[config.mk]
export PLATFORM = sky130hd
export DESIGN_NAME = gpio_pud_bist
export DESIGN_NICKNAME = d
export VERILOG_FILES = /design/src/rtl/gpio_pud_bist_pkg.sv /design/src/rtl/gpio_pud_bist_sync.sv /design/src/rtl/gpio_pud_bist.sv
export SDC_FILE = /design/constraint.sdc
export NUM_CORES = 1
export LEC_CHECK = 0
export ABC_AREA = 0
export BUFFER_PORTS_ARGS = -buffer_cell sky130_fd_sc_hd__buf_2
export CORE_AREA = 2 2 180 182
export CTS_CLUSTER_DIAMETER = 80
export DETAILED_ROUTE_END_ITERATION = 6
export DIE_AREA = 0 0 182 184
export HOLD_SLACK_MARGIN = 0.15
export SLEW_MARGIN = 25
export SYNTH_ARGS = -nofsm -noshare
export SYNTH_HDL_FRONTEND = slang
export SYNTH_SLANG_ARGS = --single-unit
[constraint.sdc]
create_clock -name clock_i -period 3.8 [get_ports clock_i]
set_input_delay 0 -clock clock_i [delete_from_list [all_inputs] [get_ports clock_i]]
set_output_delay 0 -clock clock_i [all_outputs]
set_load 0.1 [all_outputs]
[src/rtl/gpio_pud_bist_pkg.sv]
// rtl/gpio_pud_bist_pkg.sv - shared types and encodings for the pad pull-up/pull-down self-test
package gpio_pud_bist_pkg;

  // PDF/PUF encodings stay reserved when the force phases are compiled out
  typedef enum logic [3:0] {
    S_IDLE    = 4'd0,
    S_SELECT  = 4'd1,
    S_PD_SET  = 4'd2,
    S_PD_CHK  = 4'd3,
    S_PDF_SET = 4'd4,
    S_PDF_CHK = 4'd5,
    S_PU_SET  = 4'd6,
    S_PU_CHK  = 4'd7,
    S_PUF_SET = 4'd8,
    S_PUF_CHK = 4'd9,
    S_RELEASE = 4'd10,
    S_DONE    = 4'd11
  } state_e;

  localparam logic [1:0] PUD_OFF = 2'b00;
  localparam logic [1:0] PUD_DN  = 2'b01;
  localparam logic [1:0] PUD_UP  = 2'b10;

  localparam logic [5:0] CODE_IDLE = 6'h30;
  localparam logic [5:0] CODE_PD   = 6'h31;
  localparam logic [5:0] CODE_PU   = 6'h32;
  localparam logic [5:0] CODE_DONE = 6'h3a;

endpackage

[src/rtl/gpio_pud_bist_sync.sv]
// rtl/gpio_pud_bist_sync.sv - parametrised-width two-flop synchroniser for pad inputs
module gpio_pud_bist_sync #(
  parameter int WIDTH = 1
) (
  input  logic             clock_i,
  input  logic             resetb_i,
  input  logic [WIDTH-1:0] d_i,
  output logic [WIDTH-1:0] q_o
);

  logic [WIDTH-1:0] meta_q;
  logic [WIDTH-1:0] sync_q;

  always_ff @(posedge clock_i or negedge resetb_i) begin
    if (!resetb_i) begin
      meta_q <= '0;
      sync_q <= '0;
    end else begin
      meta_q <= d_i;
      sync_q <= meta_q;
    end
  end

  assign q_o = sync_q;

endmodule

[src/rtl/gpio_pud_bist.sv]
// rtl/gpio_pud_bist.sv - GPIO pull-up/pull-down BIST sequencer
// Define GPIO_PUD_BIST_FORCE_EN to add the drive-against-pull (PDF/PUF) phases.
module gpio_pud_bist
  import gpio_pud_bist_pkg::*;
#(
  parameter int NCHAN    = 38,
  parameter int SETTLE_W = 8,
  parameter int CHAN_W   = (NCHAN > 1) ? $clog2(NCHAN) : 1
) (
  input  logic                clock_i,
  input  logic                resetb_i,
  input  logic                start_i,
  input  logic                abort_i,
  input  logic [NCHAN-1:0]    chan_mask_i,
  input  logic [SETTLE_W-1:0] settle_cycles_i,
  input  logic [NCHAN-1:0]    pad_in_i,
  output logic [2*NCHAN-1:0]  pull_sel_o,
  output logic [NCHAN-1:0]    ovr_en_o,
  output logic [NCHAN-1:0]    ovr_val_o,
  output logic                busy_o,
  output logic                done_o,
  output logic [NCHAN-1:0]    fail_map_o,
  output logic [CHAN_W-1:0]   cur_chan_o,
  output logic [5:0]          code_o
);

  localparam int PW = CHAN_W + 1;
  localparam int CW = SETTLE_W + 1;

  state_e              state_q, state_d;
  logic [NCHAN-1:0]    mask_q, mask_d;
  logic [SETTLE_W-1:0] settle_q, settle_d;
  logic [CW-1:0]       cnt_q, cnt_d;
  logic [PW-1:0]       next_q, next_d;
  logic [CHAN_W-1:0]   cur_q, cur_d;
  logic [NCHAN-1:0]    fail_q, fail_d;

  logic [NCHAN-1:0]    pad_s;
  logic                found;
  logic [CHAN_W-1:0]   found_idx;
  logic                set_state, set_last, chk_state, chk_exp, busy;
  logic [1:0]          psel;
  logic                oe, ov;

  gpio_pud_bist_sync #(.WIDTH(NCHAN)) u_sync (
    .clock_i  (clock_i),
    .resetb_i (resetb_i),
    .d_i      (pad_in_i),
    .q_o      (pad_s)
  );

  // next_q holds scan pointer + 1, so 0 means "pointer at -1"
  always_comb begin
    found     = 1'b0;
    found_idx = '0;
    for (int i = NCHAN - 1; i >= 0; i--) begin
      if (mask_q[i] && (PW'(i) >= next_q)) begin
        found     = 1'b1;
        found_idx = CHAN_W'(i);
      end
    end
  end

  always_comb begin
    set_state = 1'b0;
    chk_state = 1'b0;
    chk_exp   = 1'b0;
    case (state_q)
      S_PD_SET, S_PU_SET, S_PDF_SET, S_PUF_SET: set_state = 1'b1;
      S_PD_CHK:  chk_state = 1'b1;
      S_PU_CHK:  begin chk_state = 1'b1; chk_exp = 1'b1; end
`ifdef GPIO_PUD_BIST_FORCE_EN
      S_PDF_CHK: begin chk_state = 1'b1; chk_exp = 1'b1; end
      S_PUF_CHK: chk_state = 1'b1;
`endif
      default: ;
    endcase
  end

  assign busy     = (state_q != S_IDLE) && (state_q != S_DONE);
  assign set_last = (cnt_q == ({1'b0, settle_q} + CW'(1)));

  always_comb begin
    state_d  = state_q;
    mask_d   = mask_q;
    settle_d = settle_q;
    next_d   = next_q;
    cur_d    = cur_q;
    fail_d   = fail_q;
    case (state_q)
      S_IDLE, S_DONE: begin
        if (start_i && !abort_i) begin
          fail_d   = '0;
          mask_d   = chan_mask_i;
          settle_d = settle_cycles_i;
          next_d   = '0;
          state_d  = S_SELECT;
        end
      end
      S_SELECT: begin
        if (found) begin
          cur_d   = found_idx;
          next_d  = PW'(found_idx) + PW'(1);
          state_d = S_PD_SET;
        end else begin
          state_d = S_DONE;
        end
      end
      S_PD_SET: if (set_last) state_d = S_PD_CHK;
      S_PD_CHK: begin
`ifdef GPIO_PUD_BIST_FORCE_EN
        state_d = S_PDF_SET;
`else
        state_d = S_PU_SET;
`endif
      end
`ifdef GPIO_PUD_BIST_FORCE_EN
      S_PDF_SET: if (set_last) state_d = S_PDF_CHK;
      S_PDF_CHK: state_d = S_PU_SET;
      S_PUF_SET: if (set_last) state_d = S_PUF_CHK;
      S_PUF_CHK: state_d = S_RELEASE;
`endif
      S_PU_SET: if (set_last) state_d = S_PU_CHK;
      S_PU_CHK: begin
`ifdef GPIO_PUD_BIST_FORCE_EN
        state_d = S_PUF_SET;
`else
        state_d = S_RELEASE;
`endif
      end
      S_RELEASE: state_d = S_SELECT;
      default:   state_d = S_IDLE;
    endcase

    if (chk_state && (pad_s[cur_q] != chk_exp)) fail_d[cur_q] = 1'b1;

    // abort keeps partial fail results but drops everything else
    if (abort_i && busy) begin
      state_d = S_IDLE;
      cur_d   = '0;
    end

    cnt_d = (set_state && (state_d == state_q)) ? cnt_q + CW'(1) : '0;
  end

  always_ff @(posedge clock_i or negedge resetb_i) begin
    if (!resetb_i) begin
      state_q  <= S_IDLE;
      mask_q   <= '0;
      settle_q <= '0;
      cnt_q    <= '0;
      next_q   <= '0;
      cur_q    <= '0;
      fail_q   <= '0;
    end else begin
      state_q  <= state_d;
      mask_q   <= mask_d;
      settle_q <= settle_d;
      cnt_q    <= cnt_d;
      next_q   <= next_d;
      cur_q    <= cur_d;
      fail_q   <= fail_d;
    end
  end

  always_comb begin
    psel   = PUD_OFF;
    oe     = 1'b0;
    ov     = 1'b0;
    code_o = CODE_IDLE;
    case (state_q)
      S_PD_SET, S_PD_CHK: begin psel = PUD_DN; code_o = CODE_PD; end
      S_PU_SET, S_PU_CHK: begin psel = PUD_UP; code_o = CODE_PU; end
`ifdef GPIO_PUD_BIST_FORCE_EN
      S_PDF_SET, S_PDF_CHK: begin psel = PUD_DN; oe = 1'b1; ov = 1'b1; code_o = CODE_PD; end
      S_PUF_SET, S_PUF_CHK: begin psel = PUD_UP; oe = 1'b1; ov = 1'b0; code_o = CODE_PU; end
`endif
      S_DONE:  code_o = CODE_DONE;
      default: ;
    endcase
  end

  always_comb begin
    pull_sel_o = '0;
    ovr_en_o   = '0;
    ovr_val_o  = '0;
    for (int i = 0; i < NCHAN; i++) begin
      if (PW'(i) == {1'b0, cur_q}) begin
        pull_sel_o[2*i +: 2] = psel;
        ovr_en_o[i]          = oe;
        ovr_val_o[i]         = ov;
      end
    end
  end

  assign busy_o     = busy;
  assign done_o     = (state_q == S_DONE);
  assign fail_map_o = fail_q;
  assign cur_chan_o = cur_q;

endmodule

**After elaboration in Yosys (flattened, before gate mapping)**

Index checks and enable logic that the tools add are counted.

- Input bits: 88
- Register bits after elaboration: 186
- Output and inout port bits: 204

- Magnitude comparators: 40
- Multiplexer cells: 139
- Equal/unequal tests: 52
- Reductions and logical operators: 59
- $add $sub $neg: 3
- Bitwise logic cells: 1

Operators with widths:

| kind | number |
|---|---|
| $mux 6 | 41 |
| $mux 38 | 3 |
| $ge 5x7->1 const A | 16 |
| $eq 5x6->1 const A | 16 |
| $mux 2 | 38 |
| $ge 4x7->1 const A | 8 |
| $eq 4x6->1 const A | 8 |
| $logic_and 1x1->1 | 44 |
| $mux 1 | 43 |
| $ge 6x7->1 const A | 6 |
| $or 38x38->38 | 1 |
| $eq 6x6->1 const A | 6 |
| $ge 3x7->1 const A | 4 |
| $pmux 4 s7 | 1 |
| $eq 3x6->1 const A | 4 |
| $mux 4 | 5 |
| $ge 1x7->1 const A | 2 |
| $ge 2x7->1 const A | 2 |
| $mux 7 | 2 |
| $pmux 7 s2 | 1 |
| $eq 2x6->1 const A | 2 |
| $eq 4x3->1 const B | 3 |
| $eq 4x4->1 const B | 3 |
| $pmux 4 s3 | 1 |
| other kinds (26) | 34 |

**Depth between registers and ports, before layout**

Gate-level depths: netlist of the first run.

- Depth in word-level cells: 46
- Gate-level depth with buffers: 15
- Mapped depth without buffers: 12

**Modules after synthesis**

Synthesis of the first run repeated with hierarchy kept, for this count alone.

- Cell total of the unflattened synthesis: 952
- Area, all modules: 9392.8 um^2

By module, submodules not included:

| module | cells an instance | area an instance (um^2) | seq. area each (um^2) | times used |
|---|---|---|---|---|
| gpio_pud_bist | 876 | 7490.9 | 2752.6 | 1 |
| gpio_pud_bist_sync | 76 | 1901.8 | 1901.8 | 1 |

**Least setup slack after synthesis of the first run**

No wires, ideal clock.

- Path type: register to register
- From: register cur_q[0], in the netlist cur_chan_o[0]
- To: register fail_q[21], in the netlist fail_map_o[21]
- Setup time: 0.125 ns
- Arrival: 3.128 ns
- Stages on the path, launching flop included: 11
- Data required time: 3.675 ns
- Slack: 0.548 ns
- Path through: dfrtp_1 -> buf_2 -> buf_6 -> mux4_2 -> mux4_2 -> mux2i_1 -> o21ai_1 -> mux2i_1 -> buf_4 -> buf_4 -> o21ai_1

- Longest elaborated chain between the ends: 6
- Elaborated cells on any way between the ends: 11
- Those cells by class: order compare (2); eq/ne (1); mux (5); bitwise (1); reduce/logical (2)

RTL lines:

| item | RTL line | RTL |
|---|---|---|
| from (decl) | gpio_pud_bist.sv:35 | `logic [CHAN_W-1:0] cur_q, cur_d;` |
| from (signal assigned) | gpio_pud_bist.sv:161 | `cur_q <= cur_d;` |
| $lt 6x7->1 (not written as such) / $ge 6x1->1 (equally long branches) | gpio_pud_bist.sv:135 | `if (chk_state && (pad_s[cur_q] != chk_exp)) fail_d[cur_q] = 1'b1;` |
| $logic_and 1x1->1 (not written as such) | gpio_pud_bist.sv:135 |  |
| $mux 1 (not written as such) | gpio_pud_bist.sv:135 |  |
| $demux 1 s6 | gpio_pud_bist.sv:135 |  |
| $or 38x38->38 (no source line) | -- |  |
| $mux 38 (*) | gpio_pud_bist.sv:135 |  |
| net fail_d[21] | gpio_pud_bist.sv:36 | `logic [NCHAN-1:0] fail_q, fail_d;` |
| to (signal assigned) | gpio_pud_bist.sv:162 | `fail_q <= fail_d;` |
| to (decl) | gpio_pud_bist.sv:36 |  |

The timed path passes the listed nets; every way through them passes the cells marked *. The select of a mux whose other input is x is not followed.
A chain may end at the register's enable or synchronous reset.

**Worst setup path after layout of the first run**

- From: register next_q[0]
- To: register next_q[4]

- Longest elaborated chain between the ends: 43
- Elaborated cells on any way between the ends: 157
- Those cells by class: add/sub (1); order compare (38); eq/ne (1); mux (78); reduce/logical (39)

RTL lines:

| item | RTL line | RTL |
|---|---|---|
| from (decl) | gpio_pud_bist.sv:34 | `logic [PW-1:0] next_q, next_d;` |
| from (signal assigned) | gpio_pud_bist.sv:160 | `next_q <= next_d;` |
| $ge 6x7->1 | gpio_pud_bist.sv:57 | `if (mask_q[i] && (PW'(i) >= next_q)) begin` |
| $logic_and 1x1->1 | gpio_pud_bist.sv:57 |  |
| $mux 6 (38 in series) | gpio_pud_bist.sv:57 |  |
| $add 6x1->7 | gpio_pud_bist.sv:103 | `next_d = PW'(found_idx) + PW'(1);` |
| $mux 7 | gpio_pud_bist.sv:101 | `if (found) begin` |
| $pmux 7 s2 | gpio_pud_bist.sv:90 | `case (state_q)` |

Parallel ways exist; a longest one is shown, timed or not. The select of a mux whose other input is x is not followed.

==> results.toml, run 1 <==
[yosys]
yosys_warnings = 0
syn_area_sq_mm = 0.00937
yosysTopAreaCellShare_pct = 49.7
syn_inst = 1044
ys_ff_latch = 186
synth-seq-area-share_pct = 49.7
avgSynthCellArea_sq_um = 8.98
synth_ff_type = "dfrtp_1"
synthDistinctLibCells = 72
yosys.area.top_type = "dfrtp_1"
synth_edf_count = 0
async_flop_share_pct = 100
ys_top_cells_by_area = "dfrtp_1 (50%), nand2_1 (8.9%), buf_4 (6.9%)"

[critical_path]
crit_required_ps = 4100
cp_top_family = "compound AO/OA/AOI/OAI gates"
cp.arrival_ps = 3770
crit_path_cell_trace = "o21ai_0 > a21oi_1 > a221oi_1 > nor4_1 > o41ai_1 > o211a_1 > a32oi_1 > ha_1 > nand4_1 > xor2_1 > mux2i_1"
crit_fanout = 20
path_class = "register to register"
cp_num_buf_inv = 0
cp_slowest_stage_delay_ps = 640
start_kind = "register"
endpoint_kind = "register"
cp_slowest_cell = "dfrtp_1"

[cts]
cts_buffer_depth = 2
cts_resized = 0
htreeDepth = 4
cts_made_buffers = 17
path_clk_slew_ps = 80
cts_tree = "yes"
clk_latency_ps = 450
clockRootBuffer = "clkbuf_16"
cts_sinks = 186

[sta]
drv_slew = 0
fin_setup_tns_ps = 0
setup_violations = 0
grt_setup_unrepaired = "no"
worst_pin_slew_ps = 856
slew_headroom_pct = 42.8
final.setup_skew_ps = 15.0
period_minus_slack_ps = 3470
final-hold-violation-count = 0
max_freq_mhz = 288
final.period_utilization_pct = 91.2

[finish]
syn_to_final_growth_pct = 29.5
diodes = 0
nFillCells = 3164
final_common_cell = "nand2_1"
drive_gt1_share_pct = 21.9
post-route-util_pct = 38.7
final_cell_area_sq_mm = 0.0121
final_cell_mix = "nand2_1 (221), buf_2 (211), dfrtp_1 (186), nor2_1 (126), dlygate4sd3_1 (95)"
nets = 1420

[drt]
dr.pass1.iters = 5
drtIter0Drc = 409
dr_total_vias = 8120
drc = 0
drt-total-wl_mm = 26.5
ant_nets = 0
via_per_inst = 4.66
avgRoutedWirePerCell_um = 15.2

[die]
die_x_um = 182
core_area_sq_mm = 0.0314
fp.dieH_um = 184
start_util_pct = 29.9
io_pins = 292
rows = 65
die_area_sq_mm = 0.0335

[place]
routabilityCongestion = 0.870
io_buffers = 212
hpwl_mm = 18.8
placed_area_sq_mm = 0.0106

[grt]
antenna_found_initial = 0
grt_max_degree = 108
met1_usage_pct = 20.9
overflow = 0
grt_pass1_wl_mm = 41.8
grt_pass1_vias = 7917
grtUsageMet3_pct = 3.21
grt_usage_pct = 15.9
busiest_layer = "met2"
grtUsageMet2_pct = 26.2

[power]
p_total_mw = 7.27
power.density_mw_per_mm2 = 599
peakVddDrop_mv = 0.343
p_leak_nw = 5.83

[status]
status = "finished clean"

[hold_path]
holdCritPathClass = "primary input to asynchronous set/reset pin"

[run]
cap_viol_max_count = 0
==> layer usage <==
layer / routed length, um / share of wire [%] / vias up
li1: - / - / 3917
met1: 12100 / 46 / 3915
met2: 12800 / 48 / 257
met3: 1150 / 4.4 / 31
met4: 446 / 1.7 / 0
met5: 0 / 0 / -
==> synth_stat cells, types with 4 or more instances <==
cell type / count
nor3_1: 14
o211ai_1: 6
nor2b_1: 8
mux4_2: 11
or3_1: 8
a21boi_0: 5
o21ai_1: 22
clkbuf_1: 38
nor2_1: 127
a221oi_1: 4
o22ai_1: 4
nor4_1: 4
and2_1: 11
inv_1: 19
o2bb2ai_1: 4
nand3_1: 24
buf_4: 86
xor2_1: 15
buf_1: 5
a21oi_1: 33
nand3b_1: 5
mux2i_1: 6
o21ai_0: 50
nand2b_1: 21
nand2_1: 221
or2_2: 6
nand4_1: 9
buf_2: 12
xnor2_1: 6
and3_1: 8
dfrtp_1: 186
==> report_power, final <==
| group | leakage [nW] | internal (mW) | switching, mW |
|---|---|---|---|
| logic | 3.18 | 0.962 | 1.91 |
| registers | 2.34 | 2.21 | 0.380 |
| clock network | 0.299 | 0.899 | 0.908 |
| total | 5.83 | 4.07 | 3.20 |
==> cells by family after synthesis <==
logic type,synth area share (%)
buffers and inverters,10.2
AOI/OAI and AO/OA,11.7
other,0.0801
DFF,49.7
adders and majority gates,0.507
and+or+nand+nor,22.6
muxes,3.28
xor gates and xnor gates,1.96
==> final timing paths <==
| kind | to | cells past startpoint | from | slack [ps] |
|---|---|---|---|---|
| hold / removal | mask_q[15] | 2 | resetb_i | 120 |
| max in group asynchronous | fail_map_o[8] | 3 | resetb_i | 2690 |
| hold reg to reg | u_sync.q_o[6] | 0 | u_sync.meta_q[6] | 350 |
| min in group clock_i | u_sync.meta_q[4] | 2 | pad_in_i[4] | 190 |
| setup / recovery | next_q[4] | 11 | next_q[0] | 330 |
| setup reg to reg | next_q[4] | 11 | next_q[0] | 330 |
==> metrics by stage <==
step / hold WS (ps) / worst slack, ps / instances
after global placement: 92.1 / 563 / 1617
after global routing: 169 / 49.4 / 1744
after detailed placement: 96.3 / 380 / 1617
final: 119 / 333 / 1744
after floorplan: -296 / 548 / 1121
after CTS: 158 / 359 / 1744
==> registers in the layout, indices dropped and copies added, names as in the netlist <==
| register | flops |
|---|---|
| cnt_q | 9 |
| cur_chan_o | 6 |
| fail_map_o | 38 |
| mask_q | 38 |
| next_q | 7 |
| settle_q | 8 |
| state_q | 4 |
| u_sync.meta_q | 38 |
| u_sync.q_o | 38 |
==> layout make-up <==
cell class | instances | area [sq um] | area share [%]
clock buffers | 17 | 425 | 3.50
clock inverters | 15 | 193 | 1.59
inverters | 19 | 71.3 | 0.587
multi-input cells | 773 | 4070 | 33.5
flip-flops and latches | 186 | 4650 | 38.3
well taps | 402 | 503 | 4.14
repair buffers | 332 | 2220 | 18.3
==> timing repair <==
item                       in CTS  in global routing
hold buffers                   95                  0
setup endpoints to repair       0                  0
hold endpoints to repair      181                  0
setup buffers                   0                  0
Note: power is estimated with default switching activity, not from simulation.
==> run 2, diff against run 1 <==
==> constraint.sdc (replaced) <==
create_clock -name clock_i -period 3.8 [get_ports clock_i]
set_input_delay 0 -clock clock_i [delete_from_list [all_inputs] [get_ports clock_i]]
set_output_delay 0 -clock clock_i [all_outputs]
set_load 0.05 [all_outputs]
==> run 2 against run 1 <==
Compared with the run above: sequential power about the same; clock skew decreased by 4.1 ps; utilization decreased by 0.060 points; flip-flop and latch count unchanged; global-route usage about the same; total power decreased by 4.7%; via count about the same; cell count unchanged; first-iteration DRC count increased by 25%; maximum frequency increased by 3.7%; setup slack improved by 130 ps; combinational power decreased by 11%; critical path type unchanged; largest cell class unchanged.
==> results.toml, run 2 (synthesis results as in run 1) <==
[status]
status = "finished clean"

[place]
io_buffers = 212
dp.cells = 1617
hpwl_mm = 18.5
placed_area_sq_mm = 0.0106
routabilityCongestion = 0.884

[cts]
cts_resized = 0
cts_sinks = 186
htreeDepth = 4
cts_setup_buffers = 0
hold_buffers = 95
cts_buffer_depth = 2
cts_made_buffers = 17
path_clk_slew_ps = 80
cts_tree = "yes"
clk_latency_ps = 440
clockRootBuffer = "clkbuf_16"

[finish]
stdcell_count = 1744
nets = 1420
syn_to_final_growth_pct = 29.3
final_common_cell = "nand2_1"
final_cell_mix = "nand2_1 (221), buf_2 (211), dfrtp_1 (186), nor2_1 (126), dlygate4sd3_1 (95)"
drive_gt1_share_pct = 21.8
diodes = 0
final_cell_area_sq_mm = 0.0121

[critical_path]
r2r_cells = 9
crit_required_ps = 4110
rrSetupSlack_ps = 460
endpoint = "next_q[5]"
cp.depth = 9
cp.arrival_ps = 3650
cp_num_buf_inv = 1
crit_fanout = 15
cp_top_family = "compound AO/OA/AOI/OAI gates"
endpoint_kind = "register"
startpoint = "next_q[1]"
worstReg2RegStart = "next_q[1]"
reg2reg_to = "next_q[5]"
start_kind = "register"
cp_slowest_cell = "dfrtp_1"
cp_slowest_stage_delay_ps = 750
crit_path_cell_trace = "buf_4 > nand2_1 > o311ai_1 > o21ai_0 > o21ai_0 > nand4_1 > nand2b_1 > nand2b_1 > o32ai_1"
path_class = "register to register"

[sta]
setup_violations = 0
grt_setup_unrepaired = "no"
final.period_utilization_pct = 88.0
drv_slew = 0
hold_slack_ps = 187
max_freq_mhz = 299
slew_headroom_pct = 41.9
fin_setup_tns_ps = 0
final-hold-violation-count = 0
final.setup_skew_ps = 10.9
period_minus_slack_ps = 3340
worst_pin_slew_ps = 870

[drt]
drt-total-wl_mm = 26.5
dr_total_vias = 8112
drtIter0Drc = 513
dr.pass1.iters = 5
via_per_inst = 4.65
ant_nets = 0
avgRoutedWirePerCell_um = 15.2
drc = 0

[power]
peakVddDrop_mv = 0.333
p_int_mw = 4.07
seqPwrFrac_pct = 37.4
power.density_mw_per_mm2 = 572
p_total_mw = 6.93
p_comb_share_pct = 36.9
p_leak_nw = 5.82
switching_share_pct = 41.2
p_switching_mw = 2.86
clockPowerShare_pct = 25.7

[die]
die_x_um = 182
rows = 65
core_area_sq_mm = 0.0314
io_pins = 292
start_util_pct = 29.9
die_area_sq_mm = 0.0335
fp.dieH_um = 184

[grt]
grt_usage_pct = 15.9
grt_pass1_wl_mm = 41.9
antenna_found_initial = 0
grt_pass1_vias = 7928
grt_max_degree = 99
overflow = 0

[run]
cap_viol_max_count = 0

[hold_path]
holdCritPathClass = "primary input to asynchronous set/reset pin"
==> run 2: cell types whose count changed in the layout (fill, tap and decap cells not counted) <==
cell      previous run  this run
clkinv_8             7         4
clkinv_2             1         0
inv_8                2         4
clkbuf_1             0         1
clkinv_4             1         2
==> run 2: worst min-delay path by stage <==
stage                        endpoint  depth (start not counted)
floorplan                    cnt_q[0]                          0
global placement    u_sync.meta_q[30]                          1
detailed placement  u_sync.meta_q[31]                          1
CTS                 u_sync.meta_q[31]                          2
global route         u_sync.meta_q[0]                          2
finish                     mask_q[18]                          2
==> run 2: area by class of cell <==
class                           count  area, sq um
Inverter                           19         71.3
Clock buffer                       18          429
Tap cell                          402          503
Fill cell                        3179        19300
Multi-Input combinational cell    773         4070
Clock inverter                     14          170
Sequential cell                   186         4650
Timing Repair Buffer              332         2220
==> run 2: routing by layer <==
metal	global-route usage, %	routed length, um
met1	20.5	11800
met2	26.8	13000
met3	3.15	1350
met4	5.39	355
met5	0	0
==> run 2: stage by stage <==
stage,worst slack [ps],utilization (%)
2_1_floorplan,913,-
3_3_place_gp,557,33.7
3_5_place_dp,530,33.7
4_1_cts,511,38.6
5_1_grt,121,38.6
6_report,458,38.6
==> run 2: power groups by stage <==
stage	logic [mW]	clock network, mW	registers [mW]
final	2.56	1.78	2.59
after global placement	2.46	0	2.63
after floorplan	1.91	0	2.49
after global routing	2.83	1.93	2.64
after CTS	2.56	1.85	2.59
after detailed placement	2.48	0	2.63
